<file path="config.mk">
export PLATFORM = sky130hd
export DESIGN_NAME = if_stage
export DESIGN_NICKNAME = d
export VERILOG_FILES = /design/src/rtl/id_stage_pkg.sv /design/src/rtl/if_stage_pkg.sv /design/src/rtl/fetch_fifo.sv /design/src/rtl/if_stage.sv
export SDC_FILE = /design/constraint.sdc
export NUM_CORES = 1
export LEC_CHECK = 0
export CORE_UTILIZATION = 40
export DETAILED_ROUTE_END_ITERATION = 12
export SLEW_MARGIN = 20
export SYNTH_ARGS = -nofsm -noshare
export SYNTH_HDL_FRONTEND = slang
export SYNTH_SLANG_ARGS = --single-unit
</file>
<file path="constraint.sdc">
create_clock -name clk -period 3.8 [get_ports clk]
set_input_delay 0.38 -clock clk [delete_from_list [all_inputs] [get_ports clk]]
set_output_delay 0.38 -clock clk [all_outputs]
set_load 0.01 [all_outputs]
</file>
<file path="src/rtl/id_stage_pkg.sv">
// Decode-stage shared types.
// Holds the bundle handed from fetch to decode.
package id_stage_pkg;

  typedef struct packed {
    logic [31:0] inst;
    logic [31:0] pc;
    logic [31:0] pc4;
  } id_stage_in_t;

endpackage

</file>
<file path="src/rtl/if_stage_pkg.sv">
// Fetch-stage shared types and sizing helpers.
// Counters hold 0..DEPTH inclusive, hence the extra bit.
package if_stage_pkg;

  typedef struct packed {
    logic [31:0] inst;
    logic [31:0] pc;
    logic [31:0] pc4;
  } fetch_entry_t;

  localparam int unsigned DEF_DEPTH = 2;
  localparam int unsigned DEF_CNT_W = $clog2(DEF_DEPTH) + 1;

  function automatic int unsigned cnt_w(int unsigned depth);
    return $clog2(depth) + 1;
  endfunction

endpackage

</file>
<file path="src/rtl/fetch_fifo.sv">
// Small synchronous FIFO with flush, used for fetch data and pc tags.
// DEPTH is a power of two so pointers wrap naturally.
module fetch_fifo #(
  parameter int unsigned DEPTH = 2,
  parameter int unsigned WIDTH = 32
) (
  input  logic                   clk,
  input  logic                   rst,
  input  logic                   push,
  input  logic                   pop,
  input  logic                   flush,
  input  logic [WIDTH-1:0]       wdata,
  output logic [WIDTH-1:0]       rdata,
  output logic [$clog2(DEPTH):0] count,
  output logic                   full,
  output logic                   empty
);

  localparam int unsigned PW = $clog2(DEPTH);
  localparam logic [PW:0] DEPTH_C = (PW+1)'(DEPTH);

  logic [DEPTH-1:0][WIDTH-1:0] mem_q, mem_d;
  logic [PW-1:0] rd_q, rd_d;
  logic [PW-1:0] wr_q, wr_d;
  logic [PW:0]   cnt_q, cnt_d;
  logic          do_push, do_pop;

  assign count = cnt_q;
  assign full  = (cnt_q == DEPTH_C);
  assign empty = (cnt_q == '0);
  assign rdata = mem_q[rd_q];

  // Next-state: flush wins, otherwise push/pop may both happen.
  always_comb begin
    mem_d   = mem_q;
    rd_d    = rd_q;
    wr_d    = wr_q;
    cnt_d   = cnt_q;
    do_pop  = pop && !empty;
    do_push = push && (!full || do_pop);
    if (flush) begin
      rd_d  = '0;
      wr_d  = '0;
      cnt_d = '0;
    end else begin
      if (do_push) begin
        mem_d[wr_q] = wdata;
        wr_d        = wr_q + 1'b1;
      end
      if (do_pop) begin
        rd_d = rd_q + 1'b1;
      end
      cnt_d = cnt_q + (PW+1)'(do_push)
                    - (PW+1)'(do_pop);
    end
  end

  // State register with synchronous reset.
  always_ff @(posedge clk) begin
    if (rst) begin
      mem_q <= '0;
      rd_q  <= '0;
      wr_q  <= '0;
      cnt_q <= '0;
    end else begin
      mem_q <= mem_d;
      rd_q  <= rd_d;
      wr_q  <= wr_d;
      cnt_q <= cnt_d;
    end
  end

  a_no_overflow: assert property (
    @(posedge clk) disable iff (rst)
    !(push && full && !pop && !flush));

endmodule

</file>
<file path="src/rtl/if_stage.sv">
// Instruction fetch: sequential PC, credit-limited imem requests,
// buffered responses to decode, redirect flushes stale fetches.
module if_stage
  import if_stage_pkg::*;
  import id_stage_pkg::*;
#(
  parameter logic [31:0] RESET_PC   = 32'h0000_0000,
  parameter int unsigned FIFO_DEPTH = 2
) (
  input  logic         clk,
  input  logic         rst,
  output logic         imem_req_valid,
  input  logic         imem_req_ready,
  output logic [31:0]  imem_addr,
  input  logic         imem_rsp_valid,
  input  logic [31:0]  imem_rsp_data,
  input  logic         redirect_en,
  input  logic [31:0]  redirect_pc,
  output logic         if_valid,
  input  logic         id_ready,
  output id_stage_in_t if_out
);

  localparam int unsigned CW = cnt_w(FIFO_DEPTH);
  localparam logic [CW-1:0] DEPTH_C = CW'(FIFO_DEPTH);
  localparam int unsigned EW = $bits(fetch_entry_t);

  logic [31:0]   pc_q, pc_d;
  logic [CW-1:0] out_q, out_d;
  logic [CW-1:0] drop_q, drop_d;
  logic [CW-1:0] inst_cnt, tag_cnt, occ;
  logic          accept, keep, inst_pop;
  logic          inst_empty, inst_full;
  logic          tag_empty, tag_full;
  logic [31:0]   tag_pc;
  fetch_entry_t  push_ent, head_ent;

  // Request issue, response acceptance and decode-side handshake.
  always_comb begin
    occ            = out_q + inst_cnt;
    imem_req_valid = !rst && !redirect_en
                     && (occ < DEPTH_C);
    imem_addr      = rst ? RESET_PC : pc_q;
    accept         = imem_req_valid && imem_req_ready;
    keep           = imem_rsp_valid && !redirect_en
                     && (drop_q == '0);
    if_valid       = !rst && !inst_empty && !redirect_en;
    inst_pop       = if_valid && id_ready;
    push_ent.inst  = imem_rsp_data;
    push_ent.pc    = tag_pc;
    push_ent.pc4   = tag_pc + 32'd4;
    if_out         = '0;
    if (!rst && !inst_empty) begin
      if_out.inst = head_ent.inst;
      if_out.pc   = head_ent.pc;
      if_out.pc4  = head_ent.pc4;
    end
  end

  // Next pc, outstanding count and stale-response drop count.
  always_comb begin
    pc_d   = pc_q;
    drop_d = drop_q;
    out_d  = out_q + CW'(accept)
                   - CW'(imem_rsp_valid);
    if (accept) begin
      pc_d = pc_q + 32'd4;
    end
    if (redirect_en) begin
      pc_d   = redirect_pc & ~32'h3;
      drop_d = out_q - CW'(imem_rsp_valid);
    end else if (imem_rsp_valid && drop_q != '0) begin
      drop_d = drop_q - CW'(1);
    end
  end

  // State register with synchronous reset.
  always_ff @(posedge clk) begin
    if (rst) begin
      pc_q   <= RESET_PC;
      out_q  <= '0;
      drop_q <= '0;
    end else begin
      pc_q   <= pc_d;
      out_q  <= out_d;
      drop_q <= drop_d;
    end
  end

  fetch_fifo #(
    .DEPTH (FIFO_DEPTH),
    .WIDTH (32)
  ) u_tag_q (
    .clk   (clk),
    .rst   (rst),
    .push  (accept),
    .pop   (keep),
    .flush (redirect_en),
    .wdata (pc_q),
    .rdata (tag_pc),
    .count (tag_cnt),
    .full  (tag_full),
    .empty (tag_empty)
  );

  fetch_fifo #(
    .DEPTH (FIFO_DEPTH),
    .WIDTH (EW)
  ) u_inst_q (
    .clk   (clk),
    .rst   (rst),
    .push  (keep),
    .pop   (inst_pop),
    .flush (redirect_en),
    .wdata (push_ent),
    .rdata (head_ent),
    .count (inst_cnt),
    .full  (inst_full),
    .empty (inst_empty)
  );

  a_credit: assert property (
    @(posedge clk) disable iff (rst)
    occ <= DEPTH_C);

  a_tags: assert property (
    @(posedge clk) disable iff (rst)
    tag_cnt == out_q - drop_q);

  a_tag_pop: assert property (
    @(posedge clk) disable iff (rst)
    keep |-> !tag_empty);

  a_tag_push: assert property (
    @(posedge clk) disable iff (rst)
    accept |-> !tag_full);

  a_buf_push: assert property (
    @(posedge clk) disable iff (rst)
    keep |-> (!inst_full || redirect_en));

  a_rsp_owed: assert property (
    @(posedge clk) disable iff (rst)
    imem_rsp_valid |-> out_q != '0);

endmodule

</file>
; ---- Word level (Yosys, flattened, before mapping)
; Index checks and enable logic that the tools add are counted.
[word_totals]
romBits = 0
latchBits = 0
ramBits = 0
ff_bits = 300
in_bits = 70
n_memories = 0
wordCells = 87
[classes]
reduce_logical = 32
div_mod_pow = 0
bitwise_logic = 1
n_mul = 0
mux = 16
add_sub_neg = 15
n_lt_le_gt_ge = 7
n_eq_ne = 2
n_shift = 0
[op_table]
columns = op, count
row1 = 96-bit 2-to-1 mux, 4
row2 = 192-bit bitwise mux, 1
row3 = 32-bit 2-to-1 mux, 6
row4 = 96-bit demux with 1-bit select, 1
row5 = 32-bit by 3-bit adder with 32-bit output (second input constant), 2
row6 = 64-bit bitwise mux, 1
row7 = 32-bit demux with 1-bit select, 1
row8 = 1-bit logical AND, 15
row9 = 1-bit by 2-bit less-than comparator with 1-bit output (second input constant), 4
row10 = 2-bit by 1-bit subtractor with 2-bit output, 4
row11 = 2-bit by 1-bit adder with 2-bit output, 3
row12 = 1-bit logical NOT, 6
row13 = 2-bit logical NOT, 3
row14 = 2-bit nonzero test, 3
row15 = 1-bit adder (second input constant), 4
row16 = 2-bit equality test (second input constant), 2
row17 = 2-bit 2-to-1 mux, 2
row18 = 2-bit AND reduction, 2
row19 = 2-bit adder, 1
row20 = 1-bit greater-or-equal comparator (second input constant), 2
row21 = 1-bit logical OR, 2
row22 = 2-bit less-than comparator (second input constant), 1
row23 = 2-bit OR reduction, 1
row24 = 2-bit by 1-bit subtractor with 2-bit output (second input constant), 1
row25 = 1-bit inverter, 1

; ---- Depth between registers and ports, before layout
[logic_depth]
ltp_word = 10
mapped_depth = 13

; ---- By module
; A second synthesis with hierarchy kept.
[unflattened]
hier_cells = 1645
area_unflattened_um2 = 16069.2
[modules_own_cells]
columns = mod, n_inst, cells_each, area_each_um2
row1 = fetch_fifo (u_inst_q), 1, 864, 9202.6
row2 = if_stage, 1, 474, 3492.1
row3 = fetch_fifo (u_tag_q), 1, 307, 3374.5

; ---- Worst setup path before layout
; OpenSTA, ideal clock, no wires.
[synth_timing]
path_kind = reg2reg
startpoint = register u_tag_q.rd_q
endpoint = register u_inst_q.mem_q[116] in the netlist's numbering
setup_slack_ps = 806
t_arrival_ps = 2872
setup_time_ps = 122
n_path_buf = 5
stages_incl_launch_ff = 14
period_less_slack_ps = 2994
t_required_ps = 3678
path_cell_list = dfxtp_1 -> buf_2 -> buf_2 -> buf_2 -> buf_2 -> mux2i_1 -> inv_1 -> ha_1 -> inv_1 -> a211oi_1 -> buf_2 -> nand4_1 -> and3_1 -> a311o_1
[synth_lines]
columns = element, line_no
row1 = from (decl), fetch_fifo.sv:23  ; logic [PW-1:0] rd_q, rd_d;
row2 = from (signal assigned), fetch_fifo.sv:67  ; rd_q <= rd_d;
row3 = to (signal assigned), fetch_fifo.sv:66  ; mem_q <= mem_d;
row4 = to (decl), fetch_fifo.sv:22  ; logic [DEPTH-1:0][WIDTH-1:0] mem_q, mem_d;

==> impl_results.md <==
- N_diodes: 0
- Crit path time final: 3100 ps
- Top_reg_cell synth: dfxtp_1
- Worst EP arrival: 2720 ps
- Die height: 189 um
- Clk_lat worst skew: 560 ps
- # nets final: 1934
- Final setup viols: 0
- Drt pass-1 iters: 9
- Hold Crit Depth: 2
- Most frequent cells in the layout: dfxtp_1, nor2_1, nand2_1
- Post-cts sizing count: 0
- Reg2Reg Setup Slack: 910 ps
- First DRT Iteration DRCs: 1002
- Worst hold slack: 215 ps
- Most common cell after layout, fill and taps aside: dfxtp_1
- GRT Total Usage: 21.3%
- Top delay family on crit path: buffers and inverters
- Worst r2r dst: u_inst_q.mem_q[22]$_SDFFE_PP0P_
- Outcome: finished, violations left
- Failing checks: DRC
- Util after Layout: 49.9%
- Via density: 5.52
- Mean post-synth cell area: 7.96 um2
- Max incr delay on CP: 780 ps
- Top post-synthesis cells by area: dfxtp_1, mux2i_1, nor2_1
- Asr flop ratio synth: 0%
- P per Cell Area: 392 nW/um2
- RR Startpoint: u_tag_q.rd_q$_SDFFE_PP0P_
- Design area: 17200 um2
- Setup bufs post-CTS: 0
- Via count: 12883
- Clock power share: 43.4%
- CTS Buf Count: 31
- Sink Count: 286
- Max Clock Freq: 323 MHz
- Clk_skew: 14.9 ps
- Syn Inst Count: 1758
- Largest area contributor in the netlist: dfxtp_1
- WHS Endpoint: out_q[1]$_SDFF_PP0_
- Critical Path RT: 3420 ps
- TritonCTS clock tree: done
- Kind of end point of the critical path: output port
- Critical Path Start Type: flip-flop
- Total wire length: 39.1 mm
- RD Place Congestion: 0.789
- CP max-delay cell: dfxtp_4
- HP Start: rst
- Num rows: 68
- Post-place instance area: 16200 um2
- Yosys reg bits: 286
- Avg WL per Cell: 16.8 um
- Remaining DRCs: 1
- Sw power: 1650 uW
- Final period util: 81.5%
- Max-cap viol count: 0
- EDFF count, synth: 0
- Tightest Pin Transition: 1070 ps
- Yosys Warn Count: 0
- Die area: 35700 um2
- Area growth syn-to-layout: 22.8%
- Normalized max-slew margin: 28.8%
- First-pass GRT wire length: 62.9 mm
- Share of the synthesized area in the top cell type: 40.9%
- Unique masters post-synth: 63
- Int Pwr: 5080 uW
- Clock Tree Root: clkbuf_16
- Core area: 34500 um2
- CP Max Fanout: 33
- Post-DRT Antenna Nets: 0
- Hold Crit Class: input port to flip-flop
- Largest net degree at the start of global routing: 160
- Logic pwr share: 9.3%
- DP HPWL: 25.4 mm
- Gr ovfl total: 0
- Vias in the first global route: 11792
- Clock slew at reported path FFs: 60 ps
- Mapped cell area: 14000 um2
- Flop pwr share: 47.3%
- Hold Violations, Final: 0
- CP Class: flip-flop to output port
- H-tree depth: 1
- Total negative slack: 0 ps
- Initial Utilization: 40.6%
- Share of cells above drive strength 1: 5.06%
- RSZ-0062 raised after global routing: no
- IO Port Bufs: 191
- Initial antenna violation count: 0
- Die width: 189 um
- Longest Clk Path Bufs: 3
- IO Pins: 200
- Sequential fraction of the synthesis area: 40.9%
- Switching share of power: 24.6%
- FF-to-FF path depth: 6
- Worst vdd ir: 0.372 mV
- Lkg Pwr: 0.00520 uW
- # hold bufs at CTS: 0
- Slew Limit Fails: 0
- CP bufs+invs: 2
- Worst path cell trace: buf_12, mux2i_1, nor2_1, clkdlybuf4s50_1
state kept, by name, indices dropped and copies added, names as in the netlist:
signal          count
u_tag_q.count       2
pc_q               30
u_inst_q.rd_q       1
drop_q              2
u_tag_q.wr_q        1
u_inst_q.count      2
u_inst_q.wr_q       1
out_q               2
u_tag_q.mem_q      60
u_inst_q.mem_q    184
u_tag_q.rd_q        1
layer usage:
metal | vias to the layer above | track usage, % | routed length (um)
li1 | 6415 | - | -
met1 | 6050 | 30.7 | 18900
met2 | 376 | 33.5 | 17200
met3 | 42 | 2.59 | 2320
met4 | 0 | 5.33 | 733
met5 | - | 0 | 0
area by class of cell:
cell class              instances  area [um2]
fillers                      3352       17300
multi-input cells            1292        7550
well taps                     455         569
clock buffers                  46         882
flip-flops and latches        286        5730
clock inverters                 9         100
inverters                      23        86.3
repair buffers                222        2260
worst max-delay path by stage:
| stage | start | end | slack (ps) | cells after the start |
|---|---|---|---|---|
| after floorplan | u_tag_q.rd_q$_SDFFE_PP0P_ | u_inst_q.mem_q[116]$_SDFFE_PP0P_ | 810 | 13 |
| after global placement | redirect_en | u_inst_q.mem_q[84]$_SDFFE_PP0P_ | 780 | 8 |
| after detailed placement | redirect_en | u_inst_q.mem_q[93]$_SDFFE_PP0P_ | 740 | 8 |
| after CTS | u_inst_q.rd_q$_SDFFE_PP0P_ | if_out[16] | 660 | 4 |
| after global routing | u_tag_q.rd_q$_SDFFE_PP0P_ | u_inst_q.mem_q[22]$_SDFFE_PP0P_ | 600 | 6 |
| final | u_inst_q.rd_q$_SDFFE_PP0P_ | if_out[19] | 700 | 4 |
power by group through the flow:
stage	sequential [uW]	combinational, uW	clock (uW)
global placement	3240	617	0
CTS	3180	627	3010
floorplan	3210	415	0
global route	3200	692	3120
detailed placement	3250	623	0
finish	3180	625	2920
metrics by stage:
step                      total power [uW]  setup slack, ps  instances
after floorplan                       3620              806       1763
after global placement                3860              780       2278
after detailed placement              3870              743       2278
after CTS                             6810              660       2333
after global routing                  7010              595       2333
final                                 6730              701       2333
cells by family (layout without fill, tap and decap cells):
family	Yosys count	after routing	synth area share (%)
xor gates and xnor gates	33	33	2.17
muxes	125	125	8.97
buffers and inverters	185	300	5.43
other	1	6	0.0268
AOI/OAI and AO/OA	406	406	18.1
and+or+nand+nor	714	714	23.7
DFF	286	286	40.9
adders and majority gates	8	8	0.716
synth_stat cells, types with 10 or more instances:
cell type,number
a21oi_1,144
inv_1,22
o22ai_1,12
a311oi_1,12
buf_1,11
nand2_1,212
o21ai_0,93
nand3_1,123
nand4_1,27
xor2_1,12
clkbuf_1,118
mux2i_1,122
a211oi_1,79
o311ai_0,17
xnor2_1,19
nor3_1,26
buf_2,24
and3_1,10
dfxtp_1,286
nor2b_1,30
nor2_1,216
Note: power is estimated with default switching activity, not from simulation.
